==> src/rtl/tl45_pkg.sv <==
// Shared types for the tl45 register-file write arbiter slice.
package tl45_pkg;

  localparam int unsigned REG_W = 4;
  localparam int unsigned VAL_W = 32;
  localparam int unsigned NREGS = 16;

  typedef struct packed {
    logic             en;
    logic [REG_W-1:0] dr;
    logic [VAL_W-1:0] val;
  } rf_wr_t;

  typedef enum logic {
    ARB_NORMAL = 1'b0,
    ARB_DRAIN  = 1'b1
  } arb_state_t;

  function automatic logic [NREGS-1:0] dr_onehot(input logic [REG_W-1:0] dr);
    dr_onehot = NREGS'(1) << dr;
  endfunction

endpackage

==> src/rtl/tl45_rf_write_arbiter_if.sv <==
// Writeback, long-latency and register-file port bundle of the write arbiter.
interface tl45_rf_write_arbiter_if;
  import tl45_pkg::*;

  logic [REG_W-1:0] i_wb_dr;
  logic [VAL_W-1:0] i_wb_val;
  logic             o_wb_stall;
  logic             i_lu_valid;
  logic             o_lu_ready;
  logic [REG_W-1:0] i_lu_dr;
  logic [VAL_W-1:0] i_lu_val;
  logic             o_rf_en;
  logic [REG_W-1:0] o_rf_reg;
  logic [VAL_W-1:0] o_rf_val;
  logic [NREGS-1:0] o_pend_mask;

  modport slave (
    input  i_wb_dr, i_wb_val, i_lu_valid, i_lu_dr, i_lu_val,
    output o_wb_stall, o_lu_ready, o_rf_en, o_rf_reg, o_rf_val, o_pend_mask
  );

  modport master (
    output i_wb_dr, i_wb_val, i_lu_valid, i_lu_dr, i_lu_val,
    input  o_wb_stall, o_lu_ready, o_rf_en, o_rf_reg, o_rf_val, o_pend_mask
  );

endinterface

==> src/rtl/tl45_rf_wr_fifo.sv <==
// Small sync FIFO of long-latency results; exposes per-entry valid/dr for the pending mask.
module tl45_rf_wr_fifo
  import tl45_pkg::*;
#(
  parameter int unsigned DEPTH = 2
) (
  input  logic                             i_clk,
  input  logic                             i_reset,
  input  logic                             i_push,
  input  logic                             i_pop,
  input  logic [REG_W-1:0]                 i_dr,
  input  logic [VAL_W-1:0]                 i_val,
  output logic                             o_full,
  output logic                             o_empty,
  output logic [$clog2(DEPTH+1)-1:0]       o_count,
  output logic [REG_W-1:0]                 o_head_dr,
  output logic [VAL_W-1:0]                 o_head_val,
  output logic [DEPTH-1:0]                 o_ent_vld,
  output logic [DEPTH-1:0][REG_W-1:0]      o_ent_dr
);

  localparam int unsigned PTR_W = $clog2(DEPTH);
  localparam int unsigned CNT_W = $clog2(DEPTH+1);

  logic [PTR_W-1:0]              r_wptr;
  logic [PTR_W-1:0]              r_rptr;
  logic [CNT_W-1:0]              r_cnt;
  logic [DEPTH-1:0]              r_vld;
  logic [DEPTH-1:0][REG_W-1:0]   r_dr;
  logic [DEPTH-1:0][VAL_W-1:0]   r_val;
  logic                          w_do_push;
  logic                          w_do_pop;

  assign o_full     = (r_cnt == CNT_W'(DEPTH));
  assign o_empty    = (r_cnt == '0);
  assign o_count    = r_cnt;
  assign o_head_dr  = r_dr[r_rptr];
  assign o_head_val = r_val[r_rptr];
  assign o_ent_vld  = r_vld;
  assign o_ent_dr   = r_dr;

  assign w_do_push = i_push && !o_full;
  assign w_do_pop  = i_pop && !o_empty;

  always_ff @(posedge i_clk or posedge i_reset) begin
    if (i_reset) begin
      r_wptr <= '0;
      r_rptr <= '0;
      r_cnt  <= '0;
      r_vld  <= '0;
      r_dr   <= '0;
      r_val  <= '0;
    end else begin
      if (w_do_push) begin
        r_dr[r_wptr]  <= i_dr;
        r_val[r_wptr] <= i_val;
        r_vld[r_wptr] <= 1'b1;
        r_wptr        <= r_wptr + PTR_W'(1);
      end
      if (w_do_pop) begin
        r_vld[r_rptr] <= 1'b0;
        r_rptr        <= r_rptr + PTR_W'(1);
      end
      case ({w_do_push, w_do_pop})
        2'b10:   r_cnt <= r_cnt + CNT_W'(1);
        2'b01:   r_cnt <= r_cnt - CNT_W'(1);
        default: r_cnt <= r_cnt;
      endcase
    end
  end

endmodule

==> src/rtl/tl45_rf_write_arbiter.sv <==
// Shares the RF write port between in-order writeback (priority) and queued long-latency results.
module tl45_rf_write_arbiter
  import tl45_pkg::*;
#(
  parameter int unsigned DEPTH        = 2,
  parameter int unsigned STARVE_LIMIT = 4
) (
  input  logic                    i_clk,
  input  logic                    i_reset,
  tl45_rf_write_arbiter_if.slave  bus
);

  localparam int unsigned CNT_W = $clog2(DEPTH+1);
  localparam int unsigned SV_W  = $clog2(STARVE_LIMIT+1);

  arb_state_t                  r_state;
  arb_state_t                  w_state_nxt;
  logic [SV_W-1:0]             r_starve;
  logic [SV_W-1:0]             w_starve_nxt;

  logic                        w_full;
  logic                        w_empty;
  logic [CNT_W-1:0]            w_count;
  logic [CNT_W-1:0]            w_cnt_nxt;
  logic [REG_W-1:0]            w_head_dr;
  logic [VAL_W-1:0]            w_head_val;
  logic [DEPTH-1:0]            w_ent_vld;
  logic [DEPTH-1:0][REG_W-1:0] w_ent_dr;
  logic [NREGS-1:0]            w_pend_mask;

  logic   w_wb_act;
  logic   w_hit;
  logic   w_starve;
  logic   w_stall;
  logic   w_pop;
  logic   w_ready;
  logic   w_push;
  rf_wr_t w_rf;

  tl45_rf_wr_fifo #(.DEPTH(DEPTH)) u_fifo (
    .i_clk      (i_clk),
    .i_reset    (i_reset),
    .i_push     (w_push),
    .i_pop      (w_pop),
    .i_dr       (bus.i_lu_dr),
    .i_val      (bus.i_lu_val),
    .o_full     (w_full),
    .o_empty    (w_empty),
    .o_count    (w_count),
    .o_head_dr  (w_head_dr),
    .o_head_val (w_head_val),
    .o_ent_vld  (w_ent_vld),
    .o_ent_dr   (w_ent_dr)
  );

  // Destinations still waiting in the queue; decode interlocks on these.
  always_comb begin
    w_pend_mask = '0;
    for (int i = 0; i < int'(DEPTH); i++) begin
      if (w_ent_vld[i]) w_pend_mask = w_pend_mask | dr_onehot(w_ent_dr[i]);
    end
    w_pend_mask[0] = 1'b0;
  end

  // Grant, handshake and next-state decision.
  always_comb begin
    w_state_nxt  = r_state;
    w_starve_nxt = r_starve;
    w_rf         = '0;

    w_wb_act = (bus.i_wb_dr != '0);
    w_hit    = w_wb_act && w_pend_mask[bus.i_wb_dr];
    w_starve = (r_starve == SV_W'(STARVE_LIMIT));
    w_stall  = w_wb_act && !w_empty && ((r_state == ARB_DRAIN) || w_hit || w_starve);
    w_pop    = !w_empty && (w_stall || !w_wb_act);
    w_ready  = !w_full && (r_state == ARB_NORMAL);
    w_push   = bus.i_lu_valid && w_ready && (bus.i_lu_dr != '0);

    w_cnt_nxt = w_count - CNT_W'(w_pop) + CNT_W'(w_push);

    if (w_pop) begin
      w_rf.en  = 1'b1;
      w_rf.dr  = w_head_dr;
      w_rf.val = w_head_val;
    end else if (w_wb_act) begin
      w_rf.en  = 1'b1;
      w_rf.dr  = bus.i_wb_dr;
      w_rf.val = bus.i_wb_val;
    end

    if (w_pop || w_empty) w_starve_nxt = '0;
    else if (!w_starve)   w_starve_nxt = r_starve + SV_W'(1);

    case (r_state)
      ARB_NORMAL: if (w_stall && (w_cnt_nxt != '0)) w_state_nxt = ARB_DRAIN;
      ARB_DRAIN:  if (w_cnt_nxt == '0)              w_state_nxt = ARB_NORMAL;
      default:                                      w_state_nxt = ARB_NORMAL;
    endcase
  end

  always_ff @(posedge i_clk or posedge i_reset) begin
    if (i_reset) begin
      r_state  <= ARB_NORMAL;
      r_starve <= '0;
    end else begin
      r_state  <= w_state_nxt;
      r_starve <= w_starve_nxt;
    end
  end

  // Writeback path is combinational, so outputs are forced quiet while reset is held.
  assign bus.o_rf_en     = w_rf.en  && !i_reset;
  assign bus.o_rf_reg    = i_reset ? '0 : w_rf.dr;
  assign bus.o_rf_val    = i_reset ? '0 : w_rf.val;
  assign bus.o_wb_stall  = w_stall  && !i_reset;
  assign bus.o_lu_ready  = w_ready  && !i_reset;
  assign bus.o_pend_mask = i_reset ? '0 : w_pend_mask;

endmodule

==> src/flat_wrapper.sv <==
// flat-port wrapper written by rule: the top's interface ports become plain ports
module tl45_rf_write_arbiter_flat import tl45_pkg::*;
#(
  parameter int unsigned DEPTH        = 2,
  parameter int unsigned STARVE_LIMIT = 4
)
  (i_clk, i_reset, bus_i_wb_dr, bus_i_wb_val, bus_i_lu_valid, bus_i_lu_dr, bus_i_lu_val, bus_o_wb_stall, bus_o_lu_ready, bus_o_rf_en, bus_o_rf_reg, bus_o_rf_val, bus_o_pend_mask);
  tl45_rf_write_arbiter_if bus_i ();
  input  logic i_clk;
  input  logic i_reset;
  input wire logic [$bits(bus_i.i_wb_dr)-1:0] bus_i_wb_dr;
  input wire logic [$bits(bus_i.i_wb_val)-1:0] bus_i_wb_val;
  input wire logic [$bits(bus_i.i_lu_valid)-1:0] bus_i_lu_valid;
  input wire logic [$bits(bus_i.i_lu_dr)-1:0] bus_i_lu_dr;
  input wire logic [$bits(bus_i.i_lu_val)-1:0] bus_i_lu_val;
  output wire logic [$bits(bus_i.o_wb_stall)-1:0] bus_o_wb_stall;
  output wire logic [$bits(bus_i.o_lu_ready)-1:0] bus_o_lu_ready;
  output wire logic [$bits(bus_i.o_rf_en)-1:0] bus_o_rf_en;
  output wire logic [$bits(bus_i.o_rf_reg)-1:0] bus_o_rf_reg;
  output wire logic [$bits(bus_i.o_rf_val)-1:0] bus_o_rf_val;
  output wire logic [$bits(bus_i.o_pend_mask)-1:0] bus_o_pend_mask;
  assign bus_i.i_wb_dr = bus_i_wb_dr;
  assign bus_i.i_wb_val = bus_i_wb_val;
  assign bus_i.i_lu_valid = bus_i_lu_valid;
  assign bus_i.i_lu_dr = bus_i_lu_dr;
  assign bus_i.i_lu_val = bus_i_lu_val;
  assign bus_o_wb_stall = bus_i.o_wb_stall;
  assign bus_o_lu_ready = bus_i.o_lu_ready;
  assign bus_o_rf_en = bus_i.o_rf_en;
  assign bus_o_rf_reg = bus_i.o_rf_reg;
  assign bus_o_rf_val = bus_i.o_rf_val;
  assign bus_o_pend_mask = bus_i.o_pend_mask;
  tl45_rf_write_arbiter #(.DEPTH(DEPTH), .STARVE_LIMIT(STARVE_LIMIT)) u_core (.i_clk(i_clk), .i_reset(i_reset), .bus(bus_i));
endmodule
==> config.mk <==
export PLATFORM = sky130hd
export DESIGN_NAME = tl45_rf_write_arbiter_flat
export DESIGN_NICKNAME = d
export VERILOG_FILES = /design/src/rtl/tl45_pkg.sv /design/src/rtl/tl45_rf_write_arbiter_if.sv /design/src/rtl/tl45_rf_wr_fifo.sv /design/src/rtl/tl45_rf_write_arbiter.sv /design/src/flat_wrapper.sv
export SDC_FILE = /design/constraint.sdc
export NUM_CORES = 1
export LEC_CHECK = 0
export CAP_MARGIN = 20
export CORE_AREA = 5 5 119 121
export CTS_CLUSTER_SIZE = 40
export DETAILED_ROUTE_END_ITERATION = 7
export DIE_AREA = 0 0 124 126
export HOLD_SLACK_MARGIN = 0.12
export PLACE_DENSITY_LB_ADDON = 0.15
export SYNTH_ARGS = -nofsm -noshare
export SYNTH_HDL_FRONTEND = slang
export SYNTH_SLANG_ARGS = --single-unit
==> constraint.sdc <==
create_clock -name i_clk -period 6.18 [get_ports i_clk]
set_input_delay 1.236 -clock i_clk [delete_from_list [all_inputs] [get_ports i_clk]]
set_output_delay 1.236 -clock i_clk [all_outputs]
set_load 0.05 [all_outputs]
-- After elaboration in Yosys (flattened, before gate mapping)
Index checks and enable logic that the tools add are counted.
- flip-flop bits (word level): 82
- latch bits: 0
- bits in writable memories: 0
- bits in read-only memories: 0
- input bits: 75
- memories kept: 0
- add/subtract/negate cells: 7
- multipliers: 0
- divide/modulo/power cells: 0
- order comparisons: 5
- eq/ne operators: 5
- shift operators: 2
- muxes and demuxes: 31
- bitwise operators: 5
- reduce and logical (&&, ||, !) cells: 29
- operators by type and width (operator ; number):
    two-way mux 32 bit ; 4
    two-way mux 37 bit ; 2
    bitwise mux 64 bit ; 1
    two-way mux 16 bit ; 3
    demux 32 bit (select 1 bit) ; 1
    << shifter 1 x 4 -> 16 bit (first input constant) ; 2
    two-way mux 4 bit ; 4
    bitwise OR 16 bit ; 1
    logical AND 1 bit ; 15
    bitwise mux 8 bit ; 1
    nonzero test 4 bit ; 2
    two-way mux 3 bit ; 2
    < comparator 4 x 5 -> 1 bit (second input constant) ; 1
    two-way mux 1 bit ; 5
    binary-select mux 1 bit (select 4 bit) ; 1
    demux 4 bit (select 1 bit) ; 1
    equality test 2 bit (second input constant) ; 2
    zero test 1 bit ; 4
    zero test 2 bit ; 2
    logical OR 1 bit ; 4
    < comparator 1 x 2 -> 1 bit (second input constant) ; 2
    two-way mux 2 bit ; 2
    case mux 2 bit (2 select lines) ; 1
    nonzero test 2 bit ; 2
    other kinds (16) ; 19

-- Depth between registers and ports, before layout
- depth in word-level cells: 18
- gate-level depth with buffers: 17
- gate-level depth less buffers: 14

-- Modules after synthesis
Synthesis repeated with hierarchy kept, for this count alone.
- cells, all modules: 455
- area total of the unflattened synthesis: 5178.7 µm²
- by module, submodules not included (module ; times used ; cells each ; area each (µm²) ; seq. area each (µm²)):
    tl45_rf_wr_fifo ; 1 ; 218 ; 3687.3 ; 1951.9
    tl45_rf_write_arbiter ; 1 ; 237 ; 1491.4 ; 100.1

-- Least setup slack after synthesis
Ideal clock, no wire load.
- path kind: in2out
- start: input i_reset
- end: output bus_o_rf_val[25]
- data arrival time: 4889 ps
- required time: 4944 ps
- path slack: 55 ps
- stages: 4
- path buffers: 1
- cells stage by stage: inv_2 -> clkbuf_1 -> nand2_1 -> mux2i_1
- cells in the longest elaborated chain, start to end: 1
- RTL lines (item ; RTL line ; RTL):
    start: declaration ; flat_wrapper.sv:10 ; input logic i_reset;
    two-way mux 32 bit ; tl45_rf_write_arbiter.sv:114 ; assign bus.o_rf_val = i_reset ? '0 : w_rf.val;
    end: declaration ; flat_wrapper.sv:20 ; output wire logic [$bits(bus_i.o_rf_val)-1:0] bus_o_rf_val;
No other way between the ends.

-- Worst setup path after layout
- start: input bus_i_wb_dr[1]
- end: output bus_o_rf_val[26]
- cells in the longest elaborated chain, start to end: 10
- RTL lines (item ; RTL line ; RTL):
    start: declaration ; flat_wrapper.sv:11 ; input wire logic [$bits(bus_i.i_wb_dr)-1:0] bus_i_wb_dr;
    binary-select mux 1 bit (select 4 bit) ; tl45_rf_write_arbiter.sv:72 ; w_hit = w_wb_act && w_pend_mask[bus.i_wb_dr];
    two-way mux 1 bit (not written as such) ; tl45_rf_write_arbiter.sv:72 ;
    logical AND 1 bit ; tl45_rf_write_arbiter.sv:72 ;
    logical OR 1 bit (2 in series) ; tl45_rf_write_arbiter.sv:74 ; w_stall = w_wb_act && !w_empty && ((r_state == ARB_DRAIN) || w_hit || w_starve);
    logical AND 1 bit ; tl45_rf_write_arbiter.sv:74 ;
    logical OR 1 bit ; tl45_rf_write_arbiter.sv:75 ; w_pop = !w_empty && (w_stall || !w_wb_act);
    logical AND 1 bit ; tl45_rf_write_arbiter.sv:75 ;
    two-way mux 37 bit * ; tl45_rf_write_arbiter.sv:81 ; if (w_pop) begin
    two-way mux 32 bit * ; tl45_rf_write_arbiter.sv:114 ;
Every way passes the cells marked *; elsewhere a longest branch is shown, timed or not. The select of a mux whose other input is x is not followed.

==> reports/qor.txt <==
final worst path period share - 96.1%
Ports - 130
die area - 15600 um2
Clock Sink Count - 82
Critical Path End Type - output port
grt ovf - 0
Layout Utilization - 51.1%
Post-Syn Area - 5030 um2
Synth cell types - 54
Reg2Reg Depth - 13
dominant synthesized flop cell - dfrtp_1
clk buf depth - 2
hold path startpoint - u_core.u_fifo.r_val[34]$_DFFE_PP0P_
Layout Skew - 0.00698 ns
leakage - 0.00288 uW
first-pass GRT wire length - 20.7 mm
PwrDens - 519 nW/um2
final wirelength - 13.0 mm
WL per Instance - 17.2 um
area share of the largest cell type after synthesis - 40.8%
GPL Wtd Cong - 0.864
Post-DRT Antenna Nets - 0
CTS tree - yes
half-perimeter wire length after placement - 9.55 mm
top cells by count, synth - mux2_2, dfrtp_1, nand2_1
GRT Total Usage - 16.7%
Peak VDD IR - 0.000255 V
RSZ-0062 raised after global routing - false
antenna violations before repair - 0
# Max-Cap Violations - 0
Yosys warnings - 0
area grow syn2layout - 31.9%
vias in the first global route - 4196
# Post-CTS Setup Buffers - 0
final hold vios - 0
DRC - 0
Syn Area/Cell - 10.8 um2
net count after synthesis - 544
Finish-stage setup viols - 0
setup TNS - 0 ns
area leader, netlist - dfrtp_1
PortBufs - 128
H-tree depth - 3
status - finished clean
maximum clock rate - 168 MHz
Skew-Pair Late Insertion Delay - 0.33 ns
dominant cell by count in the synthesized netlist - mux2_2
number of nets in the layout - 658
post-CTS sizing - 0
Rows - 42
Synth Instances - 464
Tmin final - 5.94 ns
post-synthesis sequential area ratio - 40.8%
1st-iter DRT viols - 243
max_slew headroom - 35.3%
Horiz. Die Dim - 124 um
crit path max fanout - 11
CTS Hold Bufs - 0
EDFF count, synth - 0
drt pass-1 iters - 4
worst setup path startpoint - bus_i_wb_dr[1]
crit path DAT - 4.71 ns
max-slew violation count - 0
ranking of synthesized cells by area - dfrtp_1, mux2_2, mux2i_1
Worst-Margin Slew - 0.968 ns
start of the worst register-to-register path - u_core.u_fifo.o_ent_dr[3]$_DFFE_PP0P_
Hold Crit Class - flip-flop to flip-flop
Yosys reg bits - 82
critical path class - input port to output port
Synth async-reset ratio - 100%
clock transition at the registers of the reported paths - 0.06 ns
CTS buffer count - 9
ratio of cells with drive above 1 in the final layout - 28.2%
Clk Tree Root Cell - clkbuf_16
ANT cells - 0
vias per inst - 5.22
largest net degree at the start of global routing - 50
worst hold path stage count - 1
Initial Util - 38.7%
Worst setup SP type - input port
Worst EP required - 4.94 ns
Core ar. - 13000 um2
die height - 126 um
via count - 3953
## flip-flops by register name, summed over array words and instances (netlist names)
signal                   flops
u_core.u_fifo.o_ent_dr       8
u_core.r_starve              3
u_core.r_state               1
u_core.u_fifo.o_ent_vld      2
u_core.u_fifo.r_rptr         1
u_core.u_fifo.r_val         64
u_core.u_fifo.r_wptr         1
u_core.u_fifo.o_count        2
## critical path, stage by stage
cell and delay (ns):
clkdlybuf4s50_1 0.74, inv_1 0.20, a221oi_1 0.28, a211o_1 0.20
o211ai_4 0.15, o31ai_4 0.74, mux2i_1 0.30, clkdlybuf4s50_1 0.85
## cell type report
cell class,count,area [um2]
clock buffers,11,233
clock inverters,3,42.5
fillers,1220,6340
inverters,12,47.5
multi-input cells,336,2750
flip-flops and latches,82,2050
well taps,176,220
repair buffers,137,1290
## cell usage in the layout (no fill, tap or decap), types with 2 or more instances in the layout
cell type        instances
nor2_1                  26
xor2_1                   2
xnor2_1                  6
a21oi_1                  3
nand3_1                  4
a32oi_1                  9
buf_4                   34
and3b_1                  4
and2_1                   4
clkbuf_16                9
o22ai_1                  2
clkdlybuf4s50_1        103
a221oi_1                 4
a22oi_1                  9
ha_1                     5
dfrtp_1                 81
and3_1                   6
mux2_2                 104
o211ai_1                 5
mux2i_1                 36
nand2b_1                 2
inv_1                   11
a22o_1                   2
nor2b_1                  5
or4_1                    3
clkbuf_1                 2
nand2_1                 69
## power breakdown
group	internal, uW	switching (uW)	leakage [uW]
Combinational	884	1040	0.00178
Sequential	814	206	0.000972
Clock	308	196	0.000131
## kinds of logic (layout without fill, tap and decap cells)
| family | count (synthesis) | in the layout | share of synthesized area (%) |
|---|---|---|---|
| flip-flops | 82 | 82 | 40.8 |
| adder cells (fa/ha/maj) | 5 | 5 | 1.24 |
| AND/OR/NAND/NOR | 137 | 137 | 12.9 |
| XOR/XNOR | 8 | 8 | 1.39 |
| multiplexers | 141 | 141 | 30.9 |
| buffers and inverters | 46 | 163 | 4.88 |
| AO/OA/AOI/OAI | 44 | 44 | 7.76 |
| other | 1 | 1 | 0.0746 |
## routing by layer
metal / track usage (%) / part of all wire (%) / vias to the layer above
met5: 0 / 0 / -
met4: 4.64 / 1.0 / 0
met3: 3.77 / 5.8 / 11
met2: 29.2 / 51 / 105
met1: 20.3 / 42 / 1965
li1: - / - / 1872
## through the flow
step | area [um2] | setup slack, ns | cells | hold slack [ns] | total power [uW]
after floorplan | 5030 | 0.0550 | 464 | 0.468 | 2500
after global routing | 6640 | 0.00606 | 757 | 0.512 | 3660
after detailed placement | 6360 | 0.262 | 743 | 0.488 | 2970
after global placement | 6360 | 0.335 | 743 | 0.481 | 2910
final | 6640 | 0.239 | 757 | 0.501 | 3440
after CTS | 6640 | 0.237 | 757 | 0.505 | 3480
## worst paths after layout
path                                                        to  slack, ns
max                                           bus_o_rf_val[26]       0.24
min                        u_core.u_fifo.r_val[34]$_DFFE_PP0P_       0.50
max reg2reg                           u_core.r_state$_DFF_PP0_       2.77
min reg2reg                u_core.u_fifo.r_val[34]$_DFFE_PP0P_       0.50
max in group asynchronous  u_core.u_fifo.r_val[59]$_DFFE_PP0P_       3.71
min in group asynchronous  u_core.u_fifo.r_val[21]$_DFFE_PP0P_       1.55
No activity file was read; power rests on OpenSTA's default activity.
